File: config.mk
export PLATFORM = sky130hd
export DESIGN_NAME = counter_ii
export DESIGN_NICKNAME = d
export VERILOG_FILES = /design/src/rtl/counter_ii.sv
export SDC_FILE = /design/constraint.sdc
export NUM_CORES = 1
export LEC_CHECK = 0
export ABC_AREA = 1
export CELL_PAD_IN_SITES_DETAIL_PLACEMENT = 0
export CELL_PAD_IN_SITES_GLOBAL_PLACEMENT = 2
export CORE_MARGIN = 1.5
export CORE_UTILIZATION = 25
export DETAILED_ROUTE_END_ITERATION = 6
export GPL_ROUTABILITY_DRIVEN = 0
export GPL_TIMING_DRIVEN = 0
export PLACE_DENSITY = 0.62
export SYNTH_ARGS = -nofsm -noshare
export SYNTH_HDL_FRONTEND = slang
export SYNTH_SLANG_ARGS = --single-unit
export TNS_END_PERCENT = 20
File: constraint.sdc
create_clock -name clk -period 2.04 [get_ports clk]
set_input_delay 0.408 -clock clk [delete_from_list [all_inputs] [get_ports clk]]
set_output_delay 0.408 -clock clk [all_outputs]
set_load 0.03 [all_outputs]
File: src/rtl/counter_ii.sv
// rtl/counter_ii.sv - two-digit BCD up-counter with debounced pause button and muxed 7-seg driver
module counter_ii #(
  parameter int TICK_CYCLES     = 1000,
  parameter int DEBOUNCE_CYCLES = 8,
  parameter int SCAN_CYCLES     = 100
) (
  input  logic       clk,
  input  logic       rst,
  input  logic       stop,
  output logic [7:0] digtal_sw,
  output logic [7:0] seg_led,
  output logic [7:0] count_out
);

  localparam int TW = (TICK_CYCLES > 1) ? $clog2(TICK_CYCLES) : 1;
  localparam int DW = (DEBOUNCE_CYCLES > 1) ? $clog2(DEBOUNCE_CYCLES) : 1;
  localparam int SW = (SCAN_CYCLES > 1) ? $clog2(SCAN_CYCLES) : 1;
  localparam logic [TW-1:0] TICK_MAX = TW'(TICK_CYCLES - 1);
  localparam logic [DW-1:0] DB_MAX   = DW'(DEBOUNCE_CYCLES - 1);
  localparam logic [SW-1:0] SCAN_MAX = SW'(SCAN_CYCLES - 1);

  logic          stop_s1;
  logic          stop_s2;
  logic          db_level;
  logic          db_prev;
  logic [DW-1:0] db_cnt;
  logic          run;
  logic [TW-1:0] pre;
  logic [SW-1:0] scan_cnt;
  logic          scan_idx;
  logic [3:0]    ones;
  logic [3:0]    tens;
  logic          tick;
  logic          db_rise;

  function automatic logic [7:0] seg_code(input logic [3:0] d);
    case (d)
      4'd0:    seg_code = 8'hC0;
      4'd1:    seg_code = 8'hF9;
      4'd2:    seg_code = 8'hA4;
      4'd3:    seg_code = 8'hB0;
      4'd4:    seg_code = 8'h99;
      4'd5:    seg_code = 8'h92;
      4'd6:    seg_code = 8'h82;
      4'd7:    seg_code = 8'hF8;
      4'd8:    seg_code = 8'h80;
      4'd9:    seg_code = 8'h90;
      default: seg_code = 8'hFF;
    endcase
  endfunction

  // tick uses the pre-edge run state, so a toggle landing on a tick still increments
  assign tick      = run && (pre == TICK_MAX);
  assign db_rise   = db_level && !db_prev;
  assign count_out = {tens, ones};

  always_ff @(posedge clk) begin
    if (!rst) begin
      stop_s1   <= 1'b0;
      stop_s2   <= 1'b0;
      db_level  <= 1'b0;
      db_prev   <= 1'b0;
      db_cnt    <= '0;
      run       <= 1'b1;
      pre       <= '0;
      scan_cnt  <= '0;
      scan_idx  <= 1'b0;
      ones      <= 4'd0;
      tens      <= 4'd0;
      digtal_sw <= 8'hFE;
      seg_led   <= 8'hC0;
    end else begin
      stop_s1 <= stop;
      stop_s2 <= stop_s1;

      // accept a new level only after an unbroken run of mismatching samples
      if (stop_s2 != db_level) begin
        if (db_cnt == DB_MAX) begin
          db_level <= stop_s2;
          db_cnt   <= '0;
        end else begin
          db_cnt <= db_cnt + 1'b1;
        end
      end else begin
        db_cnt <= '0;
      end
      db_prev <= db_level;

      if (db_rise)
        run <= !run;

      if (run)
        pre <= tick ? '0 : pre + 1'b1;

      if (tick) begin
        if (ones == 4'd9) begin
          ones <= 4'd0;
          tens <= (tens == 4'd9) ? 4'd0 : tens + 4'd1;
        end else begin
          ones <= ones + 4'd1;
        end
      end

      if (scan_cnt == SCAN_MAX) begin
        scan_cnt <= '0;
        scan_idx <= !scan_idx;
      end else begin
        scan_cnt <= scan_cnt + 1'b1;
      end

      digtal_sw <= scan_idx ? 8'hFD : 8'hFE;
      seg_led   <= seg_code(scan_idx ? tens : ones);
    end
  end

endmodule

==> metrics <==
WL/cell 11.00 um; CP peak stage delay 730 ps; pin count of the biggest net entering global routing 13; arrival time worst endpoint 1500 ps; Total Wirelength 4433 um; synth top area cells dfxtp_1 43%, nand2_1 9.6%, inv_1 8.1%; DIE WIDTH 92.54 um; Hold-fix buffers, CTS 0; Syn. warnings 0; synth cell count leaders 51 x nand2_1, 43 x dfxtp_1, 43 x inv_1; global-route wire length before repair 7921 um; Hold EP stop_s2$_SDFF_PN0_; fill count 868; Post-Synthesis Cells 268; pwr dens 606.0 nW/um2; row count 32; Tcrit/Tclk final 93.32%; post-synth top area cell dfxtp_1; min-delay src stop_s1$_SDFF_PN0_; Async SR Flop Fraction 0%; Reg2Reg Capture Point seg_led[6]$_SDFF_PN1_; setup bufs post-CTS 0; Hold WC Path Type flop to flop; CTS Buf Count 5; Fin. Hold Viols 0; R2R Path Start scan_idx$_SDFFE_PN0N_; Slew Limit Fails 0; Setup crit start kind flop; number of global-route vias before repair 1643; crit path cell chain clkdlybuf4s50_1; Reg2Reg Depth 8; critical path class flop to primary output; Global Route met2 Usage 19.67%; Peak Freq 525.3 MHz; worst rel slew slack 61.95%; area grow syn2layout 21.04%; most used routing layer met2; #FFs+latches synth 43; Post-CTS Resized 0; Setup crit end kind primary output; Core Util, Final 31.40%; share of the synthesized area in the top cell type 42.95%; cell with the most instances after synthesis nand2_1; DP Wirelength 3315 um; Reg clk slew, reported paths 80 ps; dpl ws 159.9 ps; final setup margin 136.3 ps; R2R Setup Slk 310 ps; Mean Syn Cell Area 7.479 um2; Starting Density 25.94%; Initial DRT Pass Iterations 4; Antenna Nets Post-Route 0; GRT Overall Usage 11.74%; RSZ-0062 raised after global routing false; final layout net count 312; Buf/Inv on CP 1; clk buf depth 2; cell family with most CP delay buffers and inverters; Tmin final 1904 ps; Max-Cap Viols 0; Worst-Skew Late Latency 300 ps; run status finished clean; synthesized area 2004 um2; post-synth cell types 29; Layout Skew 10.63 ps; Post-synth top flop dfxtp_1; initial DRC count 33; Crit path required time 1630 ps; DR vias/cell 4.134; hold path depth 2; root buf cell clkbuf_8; Die Span Y 92.54 um; WP depth 1; Clock Sinks 43; Ports 27; I/O Buffers 19; met3 Use GR 2.791%; GRT overflow 0; critical path's slowest cell clkdlybuf4s50_1; core footprint 7727 um2; Seq/Total Area, Yosys 42.95%; endpoints failing setup 0; die area 8564 um2; Tightest Pin Transition 570.8 ps; initial antenna violation count 0; Leakage 1.011 nW; # DRC 0; VDD IR max 188.6 uV; H-tree levels 2; number of synthesized flops with an enable pin 0; n_diodes 0; share of cells above drive strength 1 6.977%; Post-Route Setup TNS 0 ps; grt met1 use 14.43%; routed vias 1666; CP max FO 6; CTS tree done
-- through the flow --
step / hold WS (ps) / cell area, um2 / power (mW) / cells
after CTS: 422.3 / 2426 / 1.506 / 403
final: 416.8 / 2426 / 1.470 / 403
after floorplan: 390.5 / 2027 / 0.9398 / 274
after global routing: 448.0 / 2426 / 1.547 / 403
after global placement: 398.4 / 2345 / 0.9594 / 395
after detailed placement: 402.4 / 2345 / 0.9592 / 395
-- registers in the layout, indices dropped and copies added (netlist names), 2 cells and up --
name,flops
db_cnt,3
digtal_sw,2
ones,4
pre,10
scan_cnt,7
seg_led,7
tens,4
-- cell type report --
type | count | area (um2) | area share, %
well taps | 102 | 127.6 | 5.260
clock inverters | 1 | 5.005 | 0.2063
inverters | 44 | 165.2 | 6.808
multi-input cells | 177 | 933.4 | 38.47
flip-flops and latches | 43 | 860.8 | 35.48
repair buffers | 19 | 190.2 | 7.839
clock buffers | 7 | 76.32 | 3.146
plain buffers | 10 | 67.56 | 2.785
-- routing by layer --
| layer | part of all wire [%] | vias to the layer above |
|---|---|---|
| met4 | 1.3 | 0 |
| met3 | 4.0 | 5 |
| li1 | - | 902 |
| met1 | 49 | 736 |
| met5 | 0 | - |
| met2 | 46 | 23 |
-- how the worst max path moves through the flow --
| stage | start | end |
|---|---|---|
| after floorplan | ones[0]$_SDFFE_PN0P_ | seg_led[6]$_SDFF_PN1_ |
| after global placement | rst | ones[3]$_SDFFE_PN0P_ |
| after detailed placement | rst | db_cnt[0]$_SDFF_PP0_ |
| after CTS | ones[1]$_SDFFE_PN0P_ | count_out[1] |
| after global routing | ones[3]$_SDFFE_PN0P_ | count_out[3] |
| final | ones[3]$_SDFFE_PN0P_ | count_out[3] |
-- power by group --
part / leakage, nW / total, mW / switching, mW / internal [mW]
Sequential: 0.348 / 0.860 / 0.00937 / 0.851
Combinational: 0.621 / 0.0778 / 0.0508 / 0.0270
Clock: 0.0422 / 0.532 / 0.291 / 0.241
-- placed cells by master, fill, tap and decap left out, types with 2 or more instances in the layout --
| cell | count |
|---|---|
| nand4_1 | 6 |
| a31oi_1 | 2 |
| inv_1 | 43 |
| o21ai_0 | 16 |
| nand2_1 | 51 |
| conb_1 | 7 |
| clkbuf_1 | 4 |
| nor2_1 | 27 |
| xor2_1 | 2 |
| ha_1 | 9 |
| buf_4 | 8 |
| a21oi_1 | 20 |
| clkbuf_8 | 5 |
| o211ai_1 | 2 |
| clkdlybuf4s50_1 | 19 |
| o21ai_2 | 2 |
| nor3_1 | 3 |
| nand3_1 | 17 |
| dfxtp_1 | 43 |
| nor3b_1 | 2 |
| o21a_1 | 2 |
-- cells by family (layout without fill, tap and decap cells) --
logic type               Yosys count  after routing  share of synthesized area (%)
flip-flops                        43             43                          42.95
adder cells (fa/ha/maj)            9              9                          5.618
buffers and inverters             54             81                          11.61
other                              1              7                         0.1871
AND/OR/NAND/NOR                  112            112                          25.66
XOR/XNOR                           3              3                          1.311
AO/OA/AOI/OAI                     46             46                          12.67
(Power assumes the default switching activity.)
